File: src/rtl/bubble_sort_engine.sv
// In-place bubble sort of DEPTH words held in a single-port, sync-read RAM.
// Signed or unsigned keys, runtime sort direction, early exit, swap/pass statistics.
module bubble_sort_engine #(
  parameter int WIDTH  = 8,
  parameter int DEPTH  = 16,
  parameter int SIGNED = 0,
  localparam int AW    = $clog2(DEPTH),
  localparam int SCW   = $clog2(DEPTH * (DEPTH - 1) / 2 + 1)
) (
  input  logic             clk,
  input  logic             rst,
  input  logic             start,
  input  logic             descend,
  output logic [AW-1:0]    mem_addr,
  output logic             mem_rd,
  output logic             mem_wr,
  output logic [WIDTH-1:0] mem_wdata,
  input  logic [WIDTH-1:0] mem_rdata,
  output logic             busy,
  output logic             done,
  output logic [SCW-1:0]   swap_count,
  output logic [AW-1:0]    pass_count
);

  // state | meaning
  // IDLE  | waiting for start
  // INIT  | clear counters and statistics, latch sort direction
  // RD_A  | read word j
  // RD_B  | capture word j, read word j+1
  // CMP   | capture word j+1, decide whether the pair is out of order
  // WR_A  | write word j+1's value to address j
  // WR_B  | write word j's value to address j+1, count the swap
  // NEXT  | advance j, or close the pass and decide on early exit
  // DONE  | one-cycle completion pulse
  typedef enum logic [3:0] {
    IDLE, INIT, RD_A, RD_B, CMP, WR_A, WR_B, NEXT, DONE
  } state_t;

  state_t           state;
  logic [AW-1:0]    i;
  logic [AW-1:0]    j;
  logic [AW-1:0]    last_j;
  logic [WIDTH-1:0] a;
  logic [WIDTH-1:0] b;
  logic             ord;
  logic             swapped;
  logic             a_gt;
  logic             a_lt;
  logic             swap_hit;

  // Each pass shrinks by one, so j+1 stays inside the array.
  assign last_j = AW'(DEPTH - 2) - i;

  always_comb begin
    a_gt = 1'b0;
    a_lt = 1'b0;
    if (SIGNED != 0) begin
      a_gt = $signed(a) > $signed(mem_rdata);
      a_lt = $signed(a) < $signed(mem_rdata);
    end else begin
      a_gt = a > mem_rdata;
      a_lt = a < mem_rdata;
    end
  end

  // Strict compare keeps equal keys in place.
  assign swap_hit = ord ? a_lt : a_gt;

  assign mem_addr  = (state == RD_B || state == WR_B) ? j + AW'(1) : j;
  assign mem_wdata = (state == WR_B) ? a : b;

  always_ff @(posedge clk or negedge rst) begin
    if (!rst) begin
      state      <= IDLE;
      i          <= '0;
      j          <= '0;
      a          <= '0;
      b          <= '0;
      ord        <= 1'b0;
      swapped    <= 1'b0;
      swap_count <= '0;
      pass_count <= '0;
      mem_rd     <= 1'b0;
      mem_wr     <= 1'b0;
      busy       <= 1'b0;
      done       <= 1'b0;
    end else begin
      case (state)
        IDLE: begin
          done <= 1'b0;
          if (start) begin
            state <= INIT;
            busy  <= 1'b1;
          end
        end
        INIT: begin
          i          <= '0;
          j          <= '0;
          swap_count <= '0;
          pass_count <= '0;
          swapped    <= 1'b0;
          ord        <= descend;
          if (DEPTH < 2) begin
            state <= DONE;
            busy  <= 1'b0;
            done  <= 1'b1;
          end else begin
            state  <= RD_A;
            mem_rd <= 1'b1;
          end
        end
        RD_A: state <= RD_B;
        RD_B: begin
          a      <= mem_rdata;
          mem_rd <= 1'b0;
          state  <= CMP;
        end
        CMP: begin
          b <= mem_rdata;
          if (swap_hit) begin
            state  <= WR_A;
            mem_wr <= 1'b1;
          end else begin
            state <= NEXT;
          end
        end
        WR_A: state <= WR_B;
        WR_B: begin
          mem_wr     <= 1'b0;
          swap_count <= swap_count + SCW'(1);
          swapped    <= 1'b1;
          state      <= NEXT;
        end
        NEXT: begin
          if (j < last_j) begin
            j      <= j + AW'(1);
            state  <= RD_A;
            mem_rd <= 1'b1;
          end else begin
            pass_count <= pass_count + AW'(1);
            if (!swapped || i == AW'(DEPTH - 2)) begin
              state <= DONE;
              busy  <= 1'b0;
              done  <= 1'b1;
            end else begin
              i       <= i + AW'(1);
              j       <= '0;
              swapped <= 1'b0;
              state   <= RD_A;
              mem_rd  <= 1'b1;
            end
          end
        end
        DONE: begin
          done  <= 1'b0;
          state <= IDLE;
        end
        default: begin
          state  <= IDLE;
          mem_rd <= 1'b0;
          mem_wr <= 1'b0;
          busy   <= 1'b0;
          done   <= 1'b0;
        end
      endcase
    end
  end

endmodule

File: config.mk
export PLATFORM = sky130hd
export DESIGN_NAME = bubble_sort_engine
export DESIGN_NICKNAME = d
export VERILOG_FILES = /design/src/rtl/bubble_sort_engine.sv
export SDC_FILE = /design/constraint.sdc
export NUM_CORES = 1
export LEC_CHECK = 0
export CAP_MARGIN = 20
export CORE_MARGIN = 2
export CORE_UTILIZATION = 48
export CTS_BUF_LIST = sky130_fd_sc_hd__clkbuf_16
export CTS_CLUSTER_DIAMETER = 100
export CTS_CLUSTER_SIZE = 28
export DETAILED_ROUTE_END_ITERATION = 10
export DONT_BUFFER_PORTS = 1
export GPL_TIMING_DRIVEN = 0
export PLACE_DENSITY = 0.71
export SYNTH_ARGS = -nofsm -noshare
export SYNTH_HDL_FRONTEND = slang
export SYNTH_SLANG_ARGS = --single-unit
File: constraint.sdc
create_clock -name clk -period 2.28 [get_ports clk]
set_input_delay 0.342 -clock clk [delete_from_list [all_inputs] [get_ports clk]]
set_output_delay 0.342 -clock clk [all_outputs]
set_load 0.01 [all_outputs]
==> results.ini <==
[layout]
syn_to_final_growth_pct = 18.5
multi_input_area_um2 = 1340
num-nets-final = 291
n_fill_cell = 436
fin_cells = 333
antennaDiodeCount = 0
drive_gt1_frac = 0.232
final_cell_mix = dfrtp_1 (43), o21ai_0 (22), nand2_1 (22)
regArea_um2 = 1130
final_common_cell = dfrtp_1

[floorplanning]
ioPinCount = 39
core_area_um2 = 5040
die_h_um = 75.7
dieArea_um2 = 5740
start_util = 0.490
rows = 26
die_w_um = 75.7

[detailed_routing]
vias = 1871
drt_iter0_drc = 119
ant_nets = 0
wirelength_met1_um = 2310
drcViolationCount = 0
drt_pass1_iterations = 4
highest_layer = met4
wl_per_cell_um = 16.0
viasPerCell = 5.62
met2_length_um = 2720
drt-total-wl_um = 5320
dr_wl_met3_um = 219

[logic_synthesis]
synth-edff-count = 0
synth.distinct_cells = 41
syn-instance-count = 244
async_flop_share = 1.00
seq_area_frac_synth = 0.456
synth_area_leaders = dfrtp_1 (46%), ha_1 (8.6%), mux2_2 (8.2%), o21ai_0 (4.9%), nand2_1 (3.3%)
yosys.area.top_type_share = 0.456
synth-seq-cells = 45
syn_nets = 273
yosysTopAreaCell = dfrtp_1
yosysWarningCount = 0
netlist_area_um2 = 2470
synth-main-ff-cell = dfrtp_1
postSynthAreaPerCell_um2 = 10.1

[clocking]
cts.sinks = 45
clk_latency_ns = 0.28
htreeDepth = 2
clockBufferDepth = 2
root_buffer = clkbuf_16
cts_tree = done
cts_buffers = 5
clk_pin_slew_ns = 0.06

[timing]
worst_pin_slew_ns = 0.819
period_share = 0.988
timing.final.max_slew_violations = 0
holdWs_ns = 0.172
setup_viol = 0
final.setup_skew_ns = 0.00318
fmax_mhz = 444
grt_setup_unrepaired = true
period_minus_slack_ns = 2.25
relSlewSlack = 0.450
hold_viol_final = 0

[power_and_ir_drop]
leakage_nw = 1.35
intPower_mw = 2.25
p_clk_frac = 0.223
netSwitchingFraction = 0.382
p_comb_frac = 0.412
sequentialPowerShare = 0.365
total_power_mw = 3.64
powerDensity_nw_per_um2 = 1240
ir_worst_vdd_mv = 0.619
power.switching_mw = 1.39

[setup_path]
crit_path_max_incr_delay_ns = 0.48
endpoint_kind = register
critPathMostFrequentCell = ha_4
critPathMaxFanout = 5
crit_slowest_cell = a2111o_1
start_kind = register
cp_cell_sequence = ha_4 > inv_2 > ha_4 > a2111o_1 > nand4_1 > a21oi_2 > mux2_4
path_class = reg2reg
cp_top_family = compound AO/OA/AOI/OAI gates
crit_arrival_ns = 2.42
worst-path-buf-inv = 1
worstPathRequired_ns = 2.45

[global_route]
antenna_found_initial = 0
grt.overflow.total = 0
grt_start_max_net_pins = 46
grt_usage = 0.202
grt_pass1_wl_um = 8740
grt_pass1_vias = 1852

[run_status]
status = completed

[placed_design]
gp_congestion = 0.798
placedCellCount = 314
hpwl_um = 3600
port_buffers = 0

[hold_path]
min_path_type = in2reg

[job]
maxCapViolations = 0

==> cell type report <==
class                   count  share of cell area
multi-input cells         175               0.458
flip-flops and latches     45               0.386
clock buffers               5              0.0428
repair buffers             11              0.0372
well taps                  70              0.0299
inverters                  15              0.0192
plain buffers               9              0.0145
clock inverters             3              0.0128
==> cells by family after synthesis <==
logic type	share of synthesized area
flops	0.456
fa+ha+maj	0.0861
xor+xnor	0.0284
simple gates	0.167
compound gates	0.126
mux	0.0983
buf+inv	0.0380
==> cell usage after synthesis (all sizes together), types with 2 or more instances <==
master and n:
nor2 10, nand2 23, ha 17, inv 15
mux2 18, a21oi 10, nand4 7, o22ai 2
or3 4, or2 2, nor4b 2, a31oi 2
o32a 2, nand2b 8, nor3 5, nor2b 3
nand3 10, o21ai 24, dfrtp 45, xor2 4
xnor2 4, a22o 2, clkbuf 6, mux2i 4
buf 3
==> power groups by stage <==
stage          Combinational, mW  Clock (mW)  Sequential [mW]
2_1_floorplan               1.12           0             1.26
3_3_place_gp                1.32           0             1.32
3_5_place_dp                1.37           0             1.33
4_1_cts                     1.45       0.818             1.32
5_1_grt                     1.68       0.855             1.36
6_report                    1.50       0.812             1.33
==> metrics by stage <==
stage | TNS, ns | utilization | area [µm²] | worst slack (ns)
finish | 0 | 0.580 | 2930 | 0.0278
detailed placement | -0.810 | 0.507 | 2560 | -0.161
global route | -0.266 | 0.580 | 2930 | -0.0683
CTS | -0.149 | 0.565 | 2850 | -0.0820
global placement | -0.577 | 0.507 | 2560 | -0.140
floorplan | 0 | - | 2470 | 0.114
==> state kept, by name (all words and copies together) (netlist names), 4 cells and up <==
signal      cells
swap_count      7
state           4
b               8
a               8
j               4
i               4
pass_count      4
==> worst reg2reg max path, delay by kind of cell (launching register included) <==
| kind | cells | cell delay, ns |
|---|---|---|
| AOI/OAI and AO/OA | 2 | 0.60 |
| adders and majority gates | 2 | 0.50 |
| buffers and inverters | 1 | 0.04 |
| DFF | 1 | 0.44 |
| muxes | 1 | 0.30 |
| and+or+nand+nor | 1 | 0.25 |
==> routing by layer <==
metal | track usage | up-vias
li1 | - | 898
met3 | 0.0437 | 9
met2 | 0.334 | 40
met4 | 0.0526 | 0
met5 | 0 | -
met1 | 0.269 | 924
==> what timing repair did <==
action / 4_1_cts / 5_1_grt
setup buffers: 7 / 2
setup endpoints to repair: 18 / 20
endpoints found under the hold margin: 45 / 0
pin swaps: 7 / 7
resized for setup: 13 / 15
hold buffers: 2 / 0
==> final timing paths <==
kind	from	end	slack [ns]	cells past startpoint
worst max-delay path	i[1]	j[0]	0.03	7
worst min-delay path	descend	ord	0.17	2
worst max register to register	i[1]	j[0]	0.03	7
worst min register to register	b[7]	b[7]	0.49	2
max in group asynchronous	rst	j[3]	1.50	2
min in group asynchronous	rst	i[0]	0.56	2
(Power assumes the default switching activity.)
